$ cat config.mk
export PLATFORM = sky130hd
export DESIGN_NAME = mem_stage
export DESIGN_NICKNAME = d
export VERILOG_FILES = /design/src/rtl/mem_stage.sv
export SDC_FILE = /design/constraint.sdc
export NUM_CORES = 1
export LEC_CHECK = 0
export ABC_AREA = 0
export BUFFER_PORTS_ARGS = -buffer_cell sky130_fd_sc_hd__buf_2
export CORE_MARGIN = 3
export CORE_UTILIZATION = 35
export DETAILED_ROUTE_END_ITERATION = 12
export GPL_TIMING_DRIVEN = 1
export PLACE_DENSITY = 0.62
export SLEW_MARGIN = 10
export SYNTH_ARGS = -nofsm -noshare
export SYNTH_HDL_FRONTEND = slang
export SYNTH_SLANG_ARGS = --single-unit
export TNS_END_PERCENT = 5
$ cat constraint.sdc
create_clock -name clk -period 2.9 [get_ports clk]
set_input_delay 0.58 -clock clk [delete_from_list [all_inputs] [get_ports clk]]
set_output_delay 0.58 -clock clk [all_outputs]
set_load 0.01 [all_outputs]
$ cat src/rtl/mem_stage.sv
// ---------------------------------------------------------------------------
// mem_stage
//   Memory-access stage of the 5-stage LoongArch pipeline, between EXE and WB.
//   Waits for the data-SRAM response of the load/store issued in EXE. Loads
//   get byte/half extraction and sign/zero extension. The finished
//   instruction is handed to WB. A forwarding/hazard bus is exported to ID.
//   Responses that belong to instructions killed by a WB flush are dropped.
//
// Ports
//   clk, reset          core clock, synchronous active-high reset
//   es_to_ms_valid/bus  instruction offered by EXE
//                       bus = {req_sent, ld_op[4:0], addr_lo[1:0], rj_value,
//                              rkd_value, csr_data[33:0], gr_we, dest[4:0],
//                              alu_result, pc}
//                       ld_op one-hot = {ld_b, ld_h, ld_w, ld_bu, ld_hu}
//                       csr_data[33:31] = {csrrd, csrwr, csrxchg}
//   ms_allowin          MEM can take a new instruction this cycle
//   ws_allowin          WB can take an instruction this cycle
//   ms_to_ws_valid/bus  completed instruction for WB
//                       bus = {rj_value, rkd_value, csr_data, gr_we, dest,
//                              final_result, pc}
//   data_sram_data_ok   response strobe for an outstanding request
//   data_sram_rdata     load data, valid with data_ok
//   wb_ex, wb_ertn      flush requests from WB
//   ms_fwd_bus          {ms_valid, ms_rf_we, ms_dest, ms_fwd_data, ms_fwd_blk}
// ---------------------------------------------------------------------------
module mem_stage #(
  parameter int ES_BUS_W  = 176,
  parameter int WS_BUS_W  = 168,
  parameter int FWD_BUS_W = 40
) (
  input  logic                 clk,
  input  logic                 reset,
  input  logic                 es_to_ms_valid,
  input  logic [ES_BUS_W-1:0]  es_to_ms_bus,
  output logic                 ms_allowin,
  input  logic                 ws_allowin,
  output logic                 ms_to_ws_valid,
  output logic [WS_BUS_W-1:0]  ms_to_ws_bus,
  input  logic                 data_sram_data_ok,
  input  logic [31:0]          data_sram_rdata,
  input  logic                 wb_ex,
  input  logic                 wb_ertn,
  output logic [FWD_BUS_W-1:0] ms_fwd_bus
);

  // State registers and their next-state values
  logic                msValid_q,   msValid_d;
  logic [ES_BUS_W-1:0] msBus_q,     msBus_d;
  logic [31:0]         dataBuf_q,   dataBuf_d;
  logic                dataGot_q,   dataGot_d;
  logic [1:0]          cancelCnt_q, cancelCnt_d;

  // Fields of the latched EXE bus
  logic        reqSentR;
  logic [4:0]  ldOpR;
  logic [1:0]  addrLoR;
  logic [31:0] rjValueR;
  logic [31:0] rkdValueR;
  logic [33:0] csrDataR;
  logic        grWeR;
  logic [4:0]  destR;
  logic [31:0] aluResultR;
  logic [31:0] pcR;

  assign {reqSentR, ldOpR, addrLoR, rjValueR, rkdValueR, csrDataR,
          grWeR, destR, aluResultR, pcR} = msBus_q;

  // Internal control signals
  logic        flush;
  logic        esReqSent;
  logic        dataOkMine;
  logic        dropResp;
  logic        msReadyGo;
  logic        accept;
  logic        captureResp;
  logic        waitPending;
  logic        exePending;
  logic [2:0]  cancelSum;
  logic [31:0] loadWord;
  logic [7:0]  loadByte;
  logic [15:0] loadHalf;
  logic [31:0] loadValue;
  logic [31:0] finalResult;
  logic        csrAccess;
  logic        fwdBlk;

  assign flush     = wb_ex | wb_ertn;
  assign esReqSent = es_to_ms_bus[ES_BUS_W-1];

  // While cancel_cnt is non-zero, the SRAM still owes responses to killed
  // instructions. Those responses come first because the SRAM answers in
  // order, so they must not be mistaken for the current instruction's data.
  assign dropResp   = data_sram_data_ok & (cancelCnt_q != 2'd0);
  assign dataOkMine = data_sram_data_ok & (cancelCnt_q == 2'd0);

  // Handshake
  assign msReadyGo      = ~reqSentR | dataGot_q | dataOkMine;
  assign ms_allowin     = ~msValid_q | (msReadyGo & ws_allowin);
  assign ms_to_ws_valid = msValid_q & msReadyGo;
  assign accept         = ms_allowin & es_to_ms_valid & ~flush;

  // The response came but WB is stalled, so keep the data until WB is free.
  assign captureResp = msValid_q & reqSentR & ~dataGot_q & dataOkMine & ~ws_allowin;

  // Requests that become orphans on a flush: the MEM one if its answer has
  // not arrived (and is not arriving now), plus the one EXE already sent.
  assign waitPending = msValid_q & reqSentR & ~dataGot_q & ~dataOkMine;
  assign exePending  = es_to_ms_valid & esReqSent;
  assign cancelSum   = {1'b0, cancelCnt_q} + {2'b00, waitPending}
                     + {2'b00, exePending} - {2'b00, dropResp};

  // Next-state logic for the valid bit, payload and response buffer
  always_comb begin
    msValid_d = msValid_q;
    msBus_d   = msBus_q;
    dataGot_d = dataGot_q;
    dataBuf_d = dataBuf_q;
    if (flush) begin
      msValid_d = 1'b0;
    end else if (ms_allowin) begin
      msValid_d = es_to_ms_valid;
    end
    if (accept) begin
      msBus_d   = es_to_ms_bus;
      dataGot_d = 1'b0;
    end else if (captureResp) begin
      dataGot_d = 1'b1;
      dataBuf_d = data_sram_rdata;
    end
  end

  // Next-state logic for the count of responses still to be discarded.
  // On a flush, a response dropped in that same cycle and the new orphans
  // are accounted together; the count saturates at 3.
  always_comb begin
    cancelCnt_d = cancelCnt_q - {1'b0, dropResp};
    if (flush) begin
      if (cancelSum > 3'd3) begin
        cancelCnt_d = 2'd3;
      end else begin
        cancelCnt_d = cancelSum[1:0];
      end
    end
  end

  // State registers
  always_ff @(posedge clk) begin
    if (reset) begin
      msValid_q   <= 1'b0;
      msBus_q     <= '0;
      dataBuf_q   <= '0;
      dataGot_q   <= 1'b0;
      cancelCnt_q <= 2'd0;
    end else begin
      msValid_q   <= msValid_d;
      msBus_q     <= msBus_d;
      dataBuf_q   <= dataBuf_d;
      dataGot_q   <= dataGot_d;
      cancelCnt_q <= cancelCnt_d;
    end
  end

  // Load data selection and extension. Misaligned addresses are rejected
  // earlier in EXE, so addr_lo only selects the lane here.
  assign loadWord = dataGot_q ? dataBuf_q : data_sram_rdata;
  assign loadHalf = addrLoR[1] ? loadWord[31:16] : loadWord[15:0];

  always_comb begin
    loadByte = loadWord[7:0];
    case (addrLoR)
      2'd1:    loadByte = loadWord[15:8];
      2'd2:    loadByte = loadWord[23:16];
      2'd3:    loadByte = loadWord[31:24];
      default: loadByte = loadWord[7:0];
    endcase
  end

  always_comb begin
    loadValue = 32'd0;
    if (ldOpR[4]) begin
      loadValue = {{24{loadByte[7]}}, loadByte};
    end else if (ldOpR[3]) begin
      loadValue = {{16{loadHalf[15]}}, loadHalf};
    end else if (ldOpR[2]) begin
      loadValue = loadWord;
    end else if (ldOpR[1]) begin
      loadValue = {24'd0, loadByte};
    end else if (ldOpR[0]) begin
      loadValue = {16'd0, loadHalf};
    end
  end

  assign finalResult = (|ldOpR) ? loadValue : aluResultR;

  assign ms_to_ws_bus = {rjValueR, rkdValueR, csrDataR, grWeR, destR, finalResult, pcR};

  // ID must stall on a load still waiting for data, and on any CSR
  // instruction, whose value is only known once it reaches WB.
  assign csrAccess  = csrDataR[33] | csrDataR[32] | csrDataR[31];
  assign fwdBlk     = msValid_q & (((|ldOpR) & ~msReadyGo) | csrAccess);
  assign ms_fwd_bus = {msValid_q, grWeR & msValid_q, destR, finalResult, fwdBlk};

endmodule

; ---- Word level (Yosys, flattened, before mapping)
; Index checks and enable logic that the tools add are counted.
[totals]
out_inout_bits = 210
elab_cells = 60
ff_bits = 212
inputBits = 215
[classes]
addsub = 4
reduce_logical = 6
n_eq_ne = 3
n_lt_le_gt_ge = 1
bitwise_logic = 30
n_mux = 11
[ops]
columns = operator, n
row1 = $mux W32, 5
row2 = $mux W16, 3
row3 = $pmux W8 S3, 1
row4 = $and A1 B1 Y1, 15
row5 = $not A1 Y1, 8
row6 = $or A1 B1 Y1, 7
row7 = $reduce_or A5 Y1, 1
row8 = $eq A2 B2 Y1 const B, 2
row9 = $mux W2, 2
row10 = $reduce_or A2 Y1, 2
row11 = $add A2 B1 Y3, 1
row12 = $add A3 B1 Y3, 1
row13 = $gt A3 B2 Y1 const B, 1
row14 = $sub A3 B1 Y3, 1
row15 = $eq A2 B1 Y1 const B, 1
row16 = $logic_not A2 Y1, 1
row17 = $reduce_and A2 Y1, 1
row18 = $reduce_bool A2 Y1, 1
row19 = $sub A2 B1 Y2, 1

; ---- Depth between registers and ports, before layout
[depth]
depth_word = 10
ltp_mapped = 11

; ---- Worst setup path before layout
; OpenSTA, ideal clock, no wires.
[synth_timing]
path_type = input-to-reg
start = input port data_sram_data_ok
end = register cancelCnt_q[1]
n_path_buf = 0
setup_ns = 0.070
t_arrival_ns = 2.682
t_required_ns = 2.830
stages = 10
path_slack_ns = 0.147
path_cell_list = or3b_4 -> and2_1 -> nand2_1 -> ha_1 -> inv_1 -> fa_1 -> fa_1 -> nor2_1 -> a211o_1 -> a21oi_1
[synth_between]
elab_chain_cells = 9
word_cells_on_any_way = 11
cone_classes = 4 x add/sub / 1 x order compare / 2 x mux / 4 x bitwise
[synth_rtl]
columns = item, line
row1 = start: declaration, 40  ; input logic data_sram_data_ok,
row2 = $and A1 B1 Y1, 95  ; assign dataOkMine = data_sram_data_ok & (cancelCnt_q == 2'd0);
row3 = $not A1 Y1, 108  ; assign waitPending = msValid_q & reqSentR & ~dataGot_q & ~dataOkMine;
row4 = $and A1 B1 Y1, 108
row5 = $add A2 B1 Y3, 110  ; assign cancelSum = {1'b0, cancelCnt_q} + {2'b00, waitPending}
row6 = $add A3 B1 Y3, 111  ; + {2'b00, exePending} - {2'b00, dropResp};
row7 = $sub A3 B1 Y3, 111
row8 = $gt A3 B2 Y1, 139  ; if (cancelSum > 3'd3) begin
row9 = $mux W2, 139
row10 = $mux W2 *, 138  ; if (flush) begin
row11 = end signal: assignment, 160  ; cancelCnt_q <= cancelCnt_d;
row12 = end: declaration, 52  ; logic [1:0] cancelCnt_q, cancelCnt_d;
; Mark *: on every way between the ends. The rest lies on a longest branch, timed or not.
; A chain may end at the register's enable or synchronous reset.

; ---- Worst setup path in the final report
[layout_timing]
start = register msBus_q[169]
end = output port ms_to_ws_bus[36]
[layout_between]
elab_chain_cells = 7
word_cells_on_any_way = 11
cone_classes = 3 x eq/ne / 8 x mux
[layout_rtl]
columns = item, line
row1 = start: declaration, 49  ; logic [ES_BUS_W-1:0] msBus_q, msBus_d;
row2 = start signal: assignment, 157  ; msBus_q <= msBus_d;
row3 = "$eq A2 B2 Y1, or another cell as far along", 171  ; case (addrLoR)
row4 = $pmux W8 S3 / $mux W16 (equally long branches), "171, 189"
row5 = $mux W16, 187  ; end else if (ldOpR[1]) begin
row6 = $mux W32, 185  ; end else if (ldOpR[2]) begin
row7 = $mux W32, 183  ; end else if (ldOpR[3]) begin
row8 = $mux W32 *, 181  ; if (ldOpR[4]) begin
row9 = $mux W32 *, 194  ; assign finalResult = (|ldOpR) ? loadValue : aluResultR;
row10 = end: declaration, 39  ; output logic [WS_BUS_W-1:0] ms_to_ws_bus,
; Marked as above.

==> out/results.ini <==
[sta]
post-route-period-util=1.02
timing_hold_violations_final=0
rsz0062_at_grt=true
period_minus_slack_ns=2.95
fin_skew_ns=0.0101
setup_viol=44
tns_ns=-1.20
slew-limit-headroom=0.560
layout_setup_ws_ns=-0.0548
max_clock_freq_mhz=338
slew_violations=0
worst_slew_pin_slew_ns=0.660
hold_slack_ns=0.275

[clock_network]
clockRootBuffer=clkbuf_16
cts_buffers=26
cts_max_level=1
holdBufCountCts=0
cts.clk_slew.worst_paths_ns=0.06
cts.sinks=212
cts_buffer_depth=3
cts_tree=yes
worstSkewPairLatency_ns=0.52

[power]
seqPwrFrac=0.407
max-vdd-ir-drop_mv=0.362
clockPowerShare=0.429
combPwrFrac=0.163
p_total_mw=7.57
p_per_area_nw_per_um2=520
p_sw_frac=0.258
p_sw_mw=1.96
p_leak_nw=6.42
internal-power_mw=5.62

[global_route]
grt_pass1_wl_mm=50.1
gr-total-overflow=0
gr-usage-all-layers=0.169
antenna_found_initial=8
grt_max_degree=92
grt_pass1_vias=9035

[final_layout]
final_area_um2=14600
nets=1708
drive_above_1_share=0.364
layout-area-overhead-vs-synth_pct=20.0
n_fill_cell=3351
final-instance-count-excl-fill=1956

[floorplanning]
fp-row-count=67
io_pins=425
start_util=0.358
die_h_um=192
core-area_um2=33900
fp.dieW_um=192
dieArea_um2=36900

[critical_path]
cp.required_ns=2.32
critPathCaptureType=output pin
slowest_stage=mux4_2
crit_path_max_fanout=10
critical_path.startpoint_type=register
cpPeakStageDelay_ns=0.56
critPathKind=register to output pin
crit_arrival_ns=2.37
cp_cell_sequence=buf_12 > mux4_2 > mux2i_1 > nor2_1 > a221o_1 > buf_2

[drt]
drt_iter0_drc=369
drc=0
wire_per_inst_um=16.9
wl_mm=33.0
vias=9189
detail-route-antenna-nets=0
drtPass1Iterations=4
viasPerCell=4.70

[yosys]
synth_cell_type_count=46
synth_area_per_cell_um2=9.62
synth.ff_latch_count=212
yosysTopAreaCellShare=0.350
synth_ff_type=dfxtp_1
yosysWarnings=0
yosysSeqAreaShare=0.350
synth_cells=1261
synthArstFlopShare=0
synth_edf_count=0
netlist_area_um2=12100
synth.most_common_cell=nand2b_1
ys_top_cells_by_area=dfxtp_1 (35%), mux2i_1 (20%), nand2b_1 (18%)
synth_top_cell_by_area=dfxtp_1
synth_fp_nets=1480
synthTopCellsByCount=nand2b_1 (355), mux2i_1 (243), dfxtp_1 (212), buf_4 (181), clkbuf_1 (54)

[placed_design]
globalplace.congestion=0.806
placedInstanceArea_um2=13300
dp.cells=1900
dp_hpwl_mm=24.2
io_buffer_count=424

[outcome]
violations=setup timing
status=complete, but fails checks

[hold_path]
hold_path_class=primary input to register

[run]
maxCapViolCount=0

==> kinds of logic after synthesis <==
kind of cell | after synthesis | synth area share
buffers and inverters | 269 | 0.154
adder cells (fa/ha/maj) | 4 | 0.00537
multiplexers | 257 | 0.225
AND/OR/NAND/NOR | 434 | 0.212
flip-flops | 212 | 0.350
XOR/XNOR | 1 | 0.000722
AO/OA/AOI/OAI | 84 | 0.0538
==> power groups by stage <==
stage / sequential, mW / clock [mW] / combinational [mW]
finish: 3.09 / 3.25 / 1.24
global route: 3.10 / 3.49 / 1.36
CTS: 3.08 / 3.38 / 1.23
detailed placement: 3.15 / 0 / 1.18
global placement: 3.14 / 0 / 1.16
floorplan: 3.13 / 0 / 0.864
==> cell type report <==
cell class / instances / area [um2] / share of cell area
clock buffer: 36 / 759 / 0.0522
tap: 448 / 561 / 0.0385
antenna: 1 / 2.50 / 0.000172
multi-input combinational: 780 / 6230 / 0.428
timing repair buffer: 462 / 2620 / 0.180
inverter: 7 / 26.3 / 0.00181
sequential: 212 / 4250 / 0.292
clock inverter: 10 / 108 / 0.00739
==> state kept, by name (all words and copies together), names as in the netlist <==
signal and count:
msBus_q 176, dataBuf_q 32, dataGot_q 1, msValid_q 1, cancelCnt_q 2
==> placed cells by master, fill, tap and decap left out, types with 3 or more instances in the layout <==
cell type   instances
a21oi_1             4
a221o_1            22
a31oi_4             6
and2_1              3
buf_12             11
buf_2             421
buf_4              21
buf_6               6
clkbuf_1            4
clkbuf_16          28
clkbuf_8            5
clkinv_2            5
clkinvlp_4          3
dfxtp_1           209
inv_1               7
mux2i_1           238
mux2i_4             3
mux4_2             12
nand2_1             6
nand2b_1          353
nor2_1             52
nor2b_1             5
nor3_1              3
o21ai_1            14
o21ai_2             3
o22ai_1             8
o32a_1              7
==> worst max-delay path, delay by kind of cell, from the launching register on <==
kind	cells	cell delay, ns
compound gates	1	0.31
buf+inv	2	0.32
flops	1	0.42
mux	2	0.76
simple gates	1	0.06
==> timing repair <==
item	CTS	global route
endpoints found under the setup margin	64	65
gates cloned	1	1
pin swaps	14	7
gates resized for setup	50	21
buffers inserted	7	0
==> path summary, 6_finish.rpt <==
kind	end	depth (start not counted)	slack [ns]	from
worst min register to register	msBus_q[94]$_SDFFE_PP0P_	2	0.47	msBus_q[94]$_SDFFE_PP0P_
worst max-delay path	ms_to_ws_bus[36]	6	-0.05	msBus_q[169]$_SDFFE_PP0P_
worst min-delay path	msValid_q$_SDFFE_PP0N_	2	0.27	wb_ertn
worst max register to register	cancelCnt_q[1]$_SDFF_PP0_	11	0.12	dataGot_q$_SDFFE_PP0P_
==> metal layers <==
layer  global-route usage  part of all wire  up-vias
met1                0.209              0.41     4252
met3               0.0378             0.075       62
met2                0.294              0.49      362
li1                     -                 -     4507
met4               0.0485             0.026        6
met5                    0            0.0013        -
==> metrics by stage <==
step                      worst slack (ns)  utilization
final                              -0.0548        0.430
after detailed placement           -0.0729        0.393
after floorplan                      0.147            -
after global placement             -0.0207        0.393
after global routing                -0.155        0.430
after CTS                           -0.114        0.426
(Power assumes the default switching activity.)
